`src/rtl/mem_wb_pipe_if.sv`:
```
// MEM-to-WB handshake bundle: valid/ready pairs, MEM payload in, WB payload and
// write-back controls out. The master side is the producer/consumer pair around the stage.
interface mem_wb_pipe_if #(
  parameter int XLEN    = 32,
  parameter int RADDR_W = 5,
  parameter int SRC_W   = 2
);
  logic               in_valid;
  logic               in_ready;
  logic [XLEN-1:0]    incrementPCIn;
  logic [XLEN-1:0]    ALUResIn;
  logic [XLEN-1:0]    DMDataRdIn;
  logic [RADDR_W-1:0] rdIn;
  logic [SRC_W-1:0]   ru_data_srcIn;
  logic               ru_wrIn;

  logic               out_valid;
  logic               out_ready;
  logic [XLEN-1:0]    incrementPCOut;
  logic [XLEN-1:0]    ALUResOut;
  logic [XLEN-1:0]    DMDataRdOut;
  logic [RADDR_W-1:0] rdOut;
  logic [SRC_W-1:0]   ru_data_srcOut;
  logic               ru_wrOut;
  logic [XLEN-1:0]    wb_data;
  logic               wb_we;

  modport master (
    output in_valid, incrementPCIn, ALUResIn, DMDataRdIn, rdIn, ru_data_srcIn, ru_wrIn,
    output out_ready,
    input  in_ready, out_valid, incrementPCOut, ALUResOut, DMDataRdOut, rdOut,
    input  ru_data_srcOut, ru_wrOut, wb_data, wb_we
  );

  modport slave (
    input  in_valid, incrementPCIn, ALUResIn, DMDataRdIn, rdIn, ru_data_srcIn, ru_wrIn,
    input  out_ready,
    output in_ready, out_valid, incrementPCOut, ALUResOut, DMDataRdOut, rdOut,
    output ru_data_srcOut, ru_wrOut, wb_data, wb_we
  );
endinterface

```
`src/rtl/mem_wb_pipe.sv`:
```
// MEM/WB pipeline register as a two-entry elastic stage (head + skid) so that
// in_ready is a pure flop and never depends combinationally on out_ready.
module mem_wb_pipe #(
  parameter int XLEN    = 32,
  parameter int RADDR_W = 5,
  parameter int SRC_W   = 2
) (
  input  logic           clk,
  input  logic           rst_n,
  input  logic           flush,
  output logic [1:0]     occupancy,
  mem_wb_pipe_if.slave   bus
);

  typedef struct packed {
    logic [XLEN-1:0]    pc;
    logic [XLEN-1:0]    alu;
    logic [XLEN-1:0]    dm;
    logic [RADDR_W-1:0] rd;
    logic [SRC_W-1:0]   src;
    logic               we;
  } payload_t;

  payload_t head_q, head_d;
  payload_t skid_q, skid_d;
  logic     head_valid_q, head_valid_d;
  logic     skid_valid_q, skid_valid_d;
  logic     in_ready_q, in_ready_d;

  payload_t in_payload;
  logic     accept;
  logic     consume;

  always_comb begin
    in_payload.pc  = bus.incrementPCIn;
    in_payload.alu = bus.ALUResIn;
    in_payload.dm  = bus.DMDataRdIn;
    in_payload.rd  = bus.rdIn;
    in_payload.src = bus.ru_data_srcIn;
    in_payload.we  = bus.ru_wrIn;
    accept         = bus.in_valid & in_ready_q;
    consume        = head_valid_q & bus.out_ready;
  end

  // Payload registers only load on a transfer; valids alone track occupancy.
  always_comb begin
    head_d       = head_q;
    skid_d       = skid_q;
    head_valid_d = head_valid_q;
    skid_valid_d = skid_valid_q;
    if (flush) begin
      head_valid_d = 1'b0;
      skid_valid_d = 1'b0;
    end else if (consume) begin
      if (skid_valid_q) begin
        head_d       = skid_q;
        skid_valid_d = 1'b0;
      end else if (accept) begin
        head_d = in_payload;
      end else begin
        head_valid_d = 1'b0;
      end
    end else if (accept) begin
      if (head_valid_q) begin
        skid_d       = in_payload;
        skid_valid_d = 1'b1;
      end else begin
        head_d       = in_payload;
        head_valid_d = 1'b1;
      end
    end
    in_ready_d = ~skid_valid_d;
  end

  always_ff @(posedge clk) begin
    if (!rst_n) begin
      head_q       <= '0;
      skid_q       <= '0;
      head_valid_q <= 1'b0;
      skid_valid_q <= 1'b0;
      in_ready_q   <= 1'b1;
    end else begin
      head_q       <= head_d;
      skid_q       <= skid_d;
      head_valid_q <= head_valid_d;
      skid_valid_q <= skid_valid_d;
      in_ready_q   <= in_ready_d;
    end
  end

  always_comb begin
    bus.in_ready       = in_ready_q;
    bus.out_valid      = head_valid_q;
    bus.incrementPCOut = head_q.pc;
    bus.ALUResOut      = head_q.alu;
    bus.DMDataRdOut    = head_q.dm;
    bus.rdOut          = head_q.rd;
    bus.ru_data_srcOut = head_q.src;
    bus.ru_wrOut       = head_q.we & head_valid_q;
    bus.wb_we          = head_valid_q & head_q.we & bus.out_ready;
    occupancy          = 2'(head_valid_q) + 2'(skid_valid_q);
  end

  always_comb begin
    bus.wb_data = '0;
    if (head_q.src == SRC_W'(0))
      bus.wb_data = head_q.alu;
    else if (head_q.src == SRC_W'(1))
      bus.wb_data = head_q.dm;
    else if (head_q.src == SRC_W'(2))
      bus.wb_data = head_q.pc;
  end

endmodule

```
`src/flat_wrapper.sv`:
```
// flat-port wrapper written by rule: the top's interface ports become plain ports
module mem_wb_pipe_flat 
#(
  parameter int XLEN    = 32,
  parameter int RADDR_W = 5,
  parameter int SRC_W   = 2
)
  (clk, rst_n, flush, occupancy, bus_in_valid, bus_incrementPCIn, bus_ALUResIn, bus_DMDataRdIn, bus_rdIn, bus_ru_data_srcIn, bus_ru_wrIn, bus_out_ready, bus_in_ready, bus_out_valid, bus_incrementPCOut, bus_ALUResOut, bus_DMDataRdOut, bus_rdOut, bus_ru_data_srcOut, bus_ru_wrOut, bus_wb_data, bus_wb_we);
  mem_wb_pipe_if #(.XLEN(XLEN), .RADDR_W(RADDR_W), .SRC_W(SRC_W)) bus_i ();
  input  logic clk;
  input  logic rst_n;
  input  logic flush;
  output logic [1:0] occupancy;
  input wire logic [$bits(bus_i.in_valid)-1:0] bus_in_valid;
  input wire logic [$bits(bus_i.incrementPCIn)-1:0] bus_incrementPCIn;
  input wire logic [$bits(bus_i.ALUResIn)-1:0] bus_ALUResIn;
  input wire logic [$bits(bus_i.DMDataRdIn)-1:0] bus_DMDataRdIn;
  input wire logic [$bits(bus_i.rdIn)-1:0] bus_rdIn;
  input wire logic [$bits(bus_i.ru_data_srcIn)-1:0] bus_ru_data_srcIn;
  input wire logic [$bits(bus_i.ru_wrIn)-1:0] bus_ru_wrIn;
  input wire logic [$bits(bus_i.out_ready)-1:0] bus_out_ready;
  output wire logic [$bits(bus_i.in_ready)-1:0] bus_in_ready;
  output wire logic [$bits(bus_i.out_valid)-1:0] bus_out_valid;
  output wire logic [$bits(bus_i.incrementPCOut)-1:0] bus_incrementPCOut;
  output wire logic [$bits(bus_i.ALUResOut)-1:0] bus_ALUResOut;
  output wire logic [$bits(bus_i.DMDataRdOut)-1:0] bus_DMDataRdOut;
  output wire logic [$bits(bus_i.rdOut)-1:0] bus_rdOut;
  output wire logic [$bits(bus_i.ru_data_srcOut)-1:0] bus_ru_data_srcOut;
  output wire logic [$bits(bus_i.ru_wrOut)-1:0] bus_ru_wrOut;
  output wire logic [$bits(bus_i.wb_data)-1:0] bus_wb_data;
  output wire logic [$bits(bus_i.wb_we)-1:0] bus_wb_we;
  assign bus_i.in_valid = bus_in_valid;
  assign bus_i.incrementPCIn = bus_incrementPCIn;
  assign bus_i.ALUResIn = bus_ALUResIn;
  assign bus_i.DMDataRdIn = bus_DMDataRdIn;
  assign bus_i.rdIn = bus_rdIn;
  assign bus_i.ru_data_srcIn = bus_ru_data_srcIn;
  assign bus_i.ru_wrIn = bus_ru_wrIn;
  assign bus_i.out_ready = bus_out_ready;
  assign bus_in_ready = bus_i.in_ready;
  assign bus_out_valid = bus_i.out_valid;
  assign bus_incrementPCOut = bus_i.incrementPCOut;
  assign bus_ALUResOut = bus_i.ALUResOut;
  assign bus_DMDataRdOut = bus_i.DMDataRdOut;
  assign bus_rdOut = bus_i.rdOut;
  assign bus_ru_data_srcOut = bus_i.ru_data_srcOut;
  assign bus_ru_wrOut = bus_i.ru_wrOut;
  assign bus_wb_data = bus_i.wb_data;
  assign bus_wb_we = bus_i.wb_we;
  mem_wb_pipe #(.XLEN(XLEN), .RADDR_W(RADDR_W), .SRC_W(SRC_W)) u_core (.clk(clk), .rst_n(rst_n), .flush(flush), .occupancy(occupancy), .bus(bus_i));
endmodule
```
`config.mk`:
```
export PLATFORM = sky130hd
export DESIGN_NAME = mem_wb_pipe_flat
export DESIGN_NICKNAME = d
export VERILOG_FILES = /design/src/rtl/mem_wb_pipe_if.sv /design/src/rtl/mem_wb_pipe.sv /design/src/flat_wrapper.sv
export SDC_FILE = /design/constraint.sdc
export NUM_CORES = 1
export LEC_CHECK = 0
export CAP_MARGIN = 10
export CORE_MARGIN = 1.5
export CORE_UTILIZATION = 40
export DETAILED_ROUTE_END_ITERATION = 6
export PLACE_DENSITY = 0.69
export SLEW_MARGIN = 40
export SYNTH_ARGS = -nofsm -noshare
export SYNTH_HDL_FRONTEND = slang
export SYNTH_SLANG_ARGS = --single-unit
export TNS_END_PERCENT = 5
```
`constraint.sdc`:
```
create_clock -name clk -period 1.55 [get_ports clk]
set_input_delay 0.155 -clock clk [delete_from_list [all_inputs] [get_ports clk]]
set_output_delay 0.155 -clock clk [all_outputs]
set_load 0.02 [all_outputs]
```
==> reports/summary.md, run 1 <==
The critical path class was flop to output port. The logs give 3 for the maximum clock insertion buffer count and 0 for the antenna violation net count after detailed routing. For the CTS H-tree depth, the log shows 1. The run gives 2242 as the number of fill cells in the layout. Cells with a size suffix above 1 make up 24.4% of the layout. The area growth from synthesis to layout is 38.0%. The final reports fail on DRC, setup timing. For the final-report hold violation count, the log shows 0. For the final-report max-slew violation count, the log shows 0.

In this run the critical register-to-register path is launched from u_core.bus.out_valid. The later pin in the worst-skew pair is clocked with a latency of 0.52 ns. The number of hold buffers added after CTS was 0. The cell area after placement came out at 13600 um2. After global routing the overflow that remains totals 0.

Buffer type at the clock tree root: clkbuf_16. After detailed routing, the number of vias per cell comes to 5.86. Synthesis produced a netlist with a net count of 1306. Prior to clock tree synthesis, the placed netlist has a worst setup slack of -0.361 ns. The number of synthesized register bits is 211. The path type of the worst min-delay path was input port to flop. Synthesis produced 1195 cells.

Max-cap violations in this run came to 0. The run gives 9706 as the number of global-route vias before repair. The run gives 27800 um2 as the area of the die. The library cell used most frequently in the layout, excluding fill and tap cells, is dfxtp_1. Timing would allow up to 529 MHz. TritonCTS built the clock tree. After layout, the minimum clock period comes to 1.89 ns. The maximum fanout count along the critical path came out at 7. The critical path starts at u_core.bus.ru_data_srcOut[0]. The logs give 6.29 nW for the standby leakage power and 68.4% for the max-slew headroom at the worst pin. Entering global routing, the biggest net connects 106 pins.

The number of antenna violations at the first check in global routing is 6. The startpoint class of the critical path was a flop. At the pin with the least slew margin, the transition time is 0.475 ns. Setup violations remaining at the end of the flow were counted as 34. Setup total negative slack on the finished layout was measured at -10.16 ns. Data on the critical path arrives at its endpoint at 1.73 ns. The average instance in the mapped netlist occupies 8.96 um2. The setup clock skew after layout is 0.0120 ns, and the final worst-path cycle share is 122%. In this run the standard cell core region covers 26100 um2.

In the layout the commonest cells are 207 x dfxtp_1, 122 x mux2i_1, 107 x clkdlybuf4s50_1, 106 x a21oi_1. In the global route stage, overall resource usage came out at 26.3%. Vias after detailed routing: 9988. In this run the most critical hold path is launched from flush. First-pass iteration count of the detailed router: 7. The initial core utilization was 41.0%; the wire length per cell after detailed routing was 21.9 um. The CTS sink count is 211, and the height of the chip is 167 um. The final weighted congestion in routability-driven placement is 0.845, and the post-route standard cell area excluding fillers is 14800 um2.

Detailed placement finished with a half-perimeter wire length of 26.3 mm. The worst setup path is captured at an output port. The logs give -0.340 ns for the worst path setup slack after routing and 58.1 mm for the wire length of the first global-routing pass. The worst-case IR drop observed on VDD is 0.000674 V. The total power divided by cell area came out at 1000 nW/um2. The final routed DRC violation total came out at 34. In this run, CTS created clock tree buffers numbering 23.

Yosys printed 0 warnings. In this run the count of I/O pins placed on the die edge is 250. Synthesis instantiated 29 different standard cells from the library. For the share of the yosys chip area belonging to registers, the log shows 39.4%. The die boundary width is 167 um. The routed design has 37.3 mm of wire. Post-layout net count: 1462. After synthesis the cells add up to 10700 um2.

The clock transition at the register clock pins on the worst setup and hold paths after CTS was 0.06 ns. During placement, the flow inserted port buffers numbering 249. The tools report the critical path required time as 1.39 ns. Setup repair after global routing could not meet its margin everywhere. The flow ran to the end, but the final reports show violations. The run gives 59 as the number of standard-cell rows in the floorplan. Power consumption: 14.8 mW. In this run, the number of DRC markers left after iteration 0 of detailed routing was 1031.
==> flip-flops by register name, indices dropped and copies added (netlist names) <==
register and flops:
u_core.skid_valid_q 1, u_core.bus.ru_data_srcOut 2, u_core.bus.out_valid 1, u_core.bus.in_ready 1, u_core.skid_q 104, u_core.bus.DMDataRdOut 32
u_core.bus.incrementPCOut 32, u_core.head_q 1, u_core.bus.rdOut 5, u_core.bus.ALUResOut 32
==> cells by family after synthesis <==
logic type                 share of synthesized area (%)
AOI/OAI and AO/OA                                   27.7
and+or+nand+nor                                     6.74
adders and majority gates                          0.234
buffers and inverters                               13.1
muxes                                               12.7
DFF                                                 39.4
==> path summary, 6_finish.rpt <==
check | to | slack, ns | depth (start not counted)
max reg2reg | u_core.bus.ALUResOut[19] | 0.07 | 5
min | u_core.skid_q[84] | 0.22 | 5
max | bus_wb_data[15] | -0.34 | 7
min reg2reg | u_core.skid_q[25] | 0.47 | 2
==> what timing repair did <==
action	CTS	global route
buffers inserted	3	1
pin swaps	2	0
gates cloned	4	0
setup endpoints to repair	141	44
gates resized for setup	428	44
==> through the flow <==
step                      hold WS, ns  cells  utilization (%)
after CTS                       0.209   1701             56.1
after floorplan                 0.303   1195                -
after detailed placement        0.464   1653             52.1
after global routing            0.226   1703             56.5
final                           0.217   1705             56.6
after global placement          0.457   1653             52.1
==> final cells by class <==
cell class | instances | area, um2 | share of cell area [%]
Inverter | 4 | 27.5 | 0.186
Clock inverter | 12 | 191 | 1.30
Multi-Input combinational cell | 740 | 5420 | 36.7
Tap cell | 335 | 419 | 2.84
Antenna cell | 3 | 7.51 | 0.0508
Timing Repair Buffer | 371 | 3850 | 26.0
Clock buffer | 29 | 628 | 4.25
Sequential cell | 211 | 4240 | 28.7
==> report_power, final <==
part / internal [mW] / total (mW) / switching, mW
Clock: 3.70 / 5.99 / 2.28
Sequential: 5.65 / 5.89 / 0.241
Combinational: 1.32 / 2.92 / 1.60
Total: 10.7 / 14.8 / 4.13
==> cells in the mapped netlist <==
library cell | instances | area [um2]
mux2i_1 | 136 | 1360
o211ai_1 | 1 | 7.51
nor2_1 | 1 | 3.75
a211oi_1 | 44 | 330
nand2_1 | 33 | 124
inv_1 | 3 | 11.3
buf_1 | 7 | 26.3
clkbuf_2 | 1 | 5.00
a211oi_2 | 60 | 751
buf_4 | 105 | 788
inv_2 | 1 | 3.75
dfxtp_1 | 211 | 4220
clkbuf_1 | 92 | 345
a22o_1 | 1 | 8.76
and4b_1 | 1 | 10.0
and2_1 | 2 | 12.5
and3_1 | 2 | 12.5
buf_2 | 27 | 135
buf_6 | 8 | 90.1
a31oi_1 | 104 | 651
nor2b_1 | 1 | 6.26
o211a_1 | 1 | 10.0
a21oi_1 | 106 | 531
ha_1 | 2 | 25.0
nand3_1 | 105 | 526
nand4b_1 | 1 | 8.76
nand2b_1 | 3 | 18.8
o22ai_1 | 1 | 6.26
o21ai_0 | 135 | 676
==> critical path: stages, from the launching register on <==
cell	delay, ns
dfxtp_4	0.36
buf_12	0.15
nor2b_4	0.12
buf_12	0.15
buf_12	0.14
nand2_4	0.07
o21ai_4	0.09
buf_6	0.14
==> per-layer routing <==
metal / share of wire [%] / wire length (um) / GRT usage (%) / up-vias
met5: 0.080 / 30 / 0 / -
met4: 2.9 / 1070 / 8.18 / 6
met3: 7.2 / 2690 / 5.82 / 68
met2: 46 / 17200 / 41.9 / 425
met1: 44 / 16300 / 35.3 / 4838
li1: - / - / - / 4651
(Power assumes the default switching activity.)
==> inputs of run 2 (changes only) <==
--- a/config.mk
+++ b/config.mk
@@ -12,3 +12,2 @@
 export PLACE_DENSITY = 0.69
-export SLEW_MARGIN = 40
 export SYNTH_ARGS = -nofsm -noshare
==> constraint.sdc (replaced) <==
create_clock -name clk -period 1.55 [get_ports clk]
set_input_delay 0.31 -clock clk [delete_from_list [all_inputs] [get_ports clk]]
set_output_delay 0.31 -clock clk [all_outputs]
set_load 0.02 [all_outputs]
==> run 2 against run 1 <==
  * The run still ends with DRC, setup timing left
  * Clock power hardly changed
  * Sequential power is 0.7% lower
  * Combinational power is 8.6% higher
  * Hold slack better by 0.14 ns
  * Critical path type unchanged
  * Critical endpoint is now bus_wb_data[14]
==> reports/summary.md, run 2 (same netlist as run 1, synthesis figures left out) <==
The die boundary width came out at 167 um. Standby leakage power: 6.37 nW. Worst reg2reg path endpoint: u_core.bus.incrementPCOut[29].

The detailed router placed 10371 vias in this run. For this design, the slowest cell found on the critical path is dfxtp_4. The worst setup slack before clock tree synthesis is -0.458 ns, and the number of placed instances with taps included is 1707. The insertion delay of the later-clocked pin in the worst-skew pair was 0.51 ns. The time the final worst path needs with I/O delays and setup is 2.06 ns, and the cell count of the worst reg-to-reg path is 6. The clock transition at the register clock pins on the worst setup and hold paths after CTS is 0.06 ns. TritonCTS built the clock tree.

Headroom to the max-slew limit came out at 71.3%. The startpoint of the most critical hold path was flush. The buffer type at the clock tree root is clkbuf_16.

The CTS sink count is 211. In this run the tool buffered the top-level ports with 249 buffer cells. The logs give 26.6% for the global-route usage over all layers and 37 for the final setup violation count.

Detailed-route vias per instance: 5.88. The final-report hold violation count is 0, and the worst-margin pin slew is 0.431 ns. The pre-antenna-repair detailed-routing pass consisted of 7 iterations. The number of buffers inserted during clock tree synthesis was 23; the final worst-path cycle share was 133%. The run gives 485 MHz as the peak clock frequency supported by timing.

More flip-flops sit in one register than any other, and that register is u_core.skid_q. The path type of the worst min-delay path is input port to flop. In the final routed layout, each cell accounts on average for 22.2 um.

The register with the most flip-flops in the layout has 104 of them. Power comes to 15.0 mW. At the worst endpoint, the required time is 1.24 ns. Entering global routing, the biggest net connects 69 pins. For this run, the slowest stage of the critical path takes 0.38 ns. Setup repair after global routing could not meet its margin everywhere. The post-layout net count is 1519, and the max-capacitance violation count is 0.

The congestion estimate from routability-driven global placement came to 0.848. CTS H-tree depth: 1. Most frequent standard cell in the layout excluding fill and tap cells: dfxtp_1. The worst setup path is launched from a flop. Measured along the y axis, the die boundary spans 167 um.

The checks that failed: DRC, setup timing. The logs give 3 for the maximum clock insertion buffer count and 0.0102 ns for the setup clock skew after layout. The arrival time of the worst setup path is 1.75 ns, and the maximum fanout count along the critical path is 6.

Sink of the worst hold path: u_core.skid_q[42]. Of the cells placed in the final design, the portion with a size suffix greater than 1 is 37.3%. Number of standard-cell rows in the floorplan: 59. The critical path endpoint category is an output port.

The worst path setup slack after routing was -0.514 ns; the number of antenna violations at the first check in global routing was 7. The initial core utilization is 41.0%. The first global-routing pass estimated 58.4 mm of wire. In this run the power density over the cells is 989 nW/um2.

Traced cell by cell, the critical path runs through buf_12 > buf_12 > buf_4 > mux2i_1 > o21ai_1 > buf_4. For flop-to-flop paths, the worst setup slack is 0.02 ns. The run finished, with violations left. The critical path class is flop to output port. In the layout the commonest cells are 181 x dfxtp_1, 141 x buf_4, 125 x mux2i_1, 107 x clkdlybuf4s50_1, 106 x a21oi_1. The number of global-route vias before repair is 9941, and the number of primary I/O pins is 250.

The area growth from synthesis to layout is 41.8%. Hold is met by 0.356 ns. The detailed router finished its first iteration with 966 violations.

The antenna violation net count after detailed routing came out at 0. Area of the core: 26100 um2. Leaving out filler cells and counting taps, the final layout contains 1763.

The floorplan step defined a die boundary enclosing 27800 um2. For this design, the CTS-stage hold fixing added 0 buffers. The logs give 0.000635 V for the worst voltage drop across the vdd grid and 58.1% for the final core utilization. The final-report max-slew violation count is 0, and the remaining global-route overflow is 0. The hold path depth works out to 5.

The launching point of the worst reg2reg path was u_core.skid_valid_q. In the routed design, unresolved DRC markers number 34. The final layout contains routed wiring with a total length of 39.1 mm. The HPWL after detailed placement is 26.7 mm.
==> run 2: final cells by class <==
cell class / instances / area [um2]
diodes: 4 / 10.0
clock buffers: 31 / 676
clock inverters: 10 / 150
fillers: 2283 / 11000
inverters: 4 / 27.5
multi-input cells: 740 / 5580
flip-flops and latches: 211 / 4270
well taps: 335 / 419
repair buffers: 428 / 4050
==> run 2: stage by stage <==
step,TNS [ns],cell area (um2)
global placement,-74.41,14100
global route,-16.71,15200
detailed placement,-81.59,14100
CTS,-14.14,15100
finish,-13.93,15200
floorplan,-10.59,10800
==> run 2: power by group <==
part	switching [mW]	total (mW)	internal, mW
combinational	1.73	3.17	1.45
sequential	0.196	5.85	5.66
clock	2.27	5.98	3.71
total	4.19	15.0	10.8
==> run 2: how the worst max path moves through the flow <==
stage	start	end	slack (ns)
floorplan	u_core.bus.out_valid	u_core.skid_q[24]	-0.1
global placement	bus_out_ready	bus_wb_we	-0.46
detailed placement	bus_out_ready	bus_wb_we	-0.46
CTS	u_core.bus.ru_data_srcOut[0]	bus_wb_data[17]	-0.51
global route	u_core.bus.ru_data_srcOut[0]	bus_wb_data[14]	-0.58
finish	u_core.bus.ru_data_srcOut[0]	bus_wb_data[14]	-0.51
==> run 2: timing repair <==
| action | in CTS | in global routing |
|---|---|---|
| gates cloned | 3 | 0 |
| setup endpoints to repair | 144 | 167 |
| resized for setup | 567 | 117 |
| pin swaps | 1 | 0 |
| endpoints found under the hold margin | 0 | 0 |
| setup buffers | 3 | 6 |
==> run 2: worst max-delay path, delay by kind of cell, from the launching register on <==
family,cells,cell delay [ns]
compound gates,1,0.18
buf+inv,4,0.57
flops,1,0.38
mux,1,0.11
==> run 2: routing by layer <==
| metal | share of wire [%] | wire (um) | track usage (%) | up-vias |
|---|---|---|---|---|
| met1 | 42 | 16500 | 35.3 | 5069 |
| met3 | 7.7 | 3000 | 5.28 | 83 |
| met2 | 47 | 18200 | 42.5 | 461 |
| li1 | - | - | - | 4752 |
| met5 | 0.090 | 35 | 0 | - |
| met4 | 3.5 | 1380 | 10.6 | 6 |
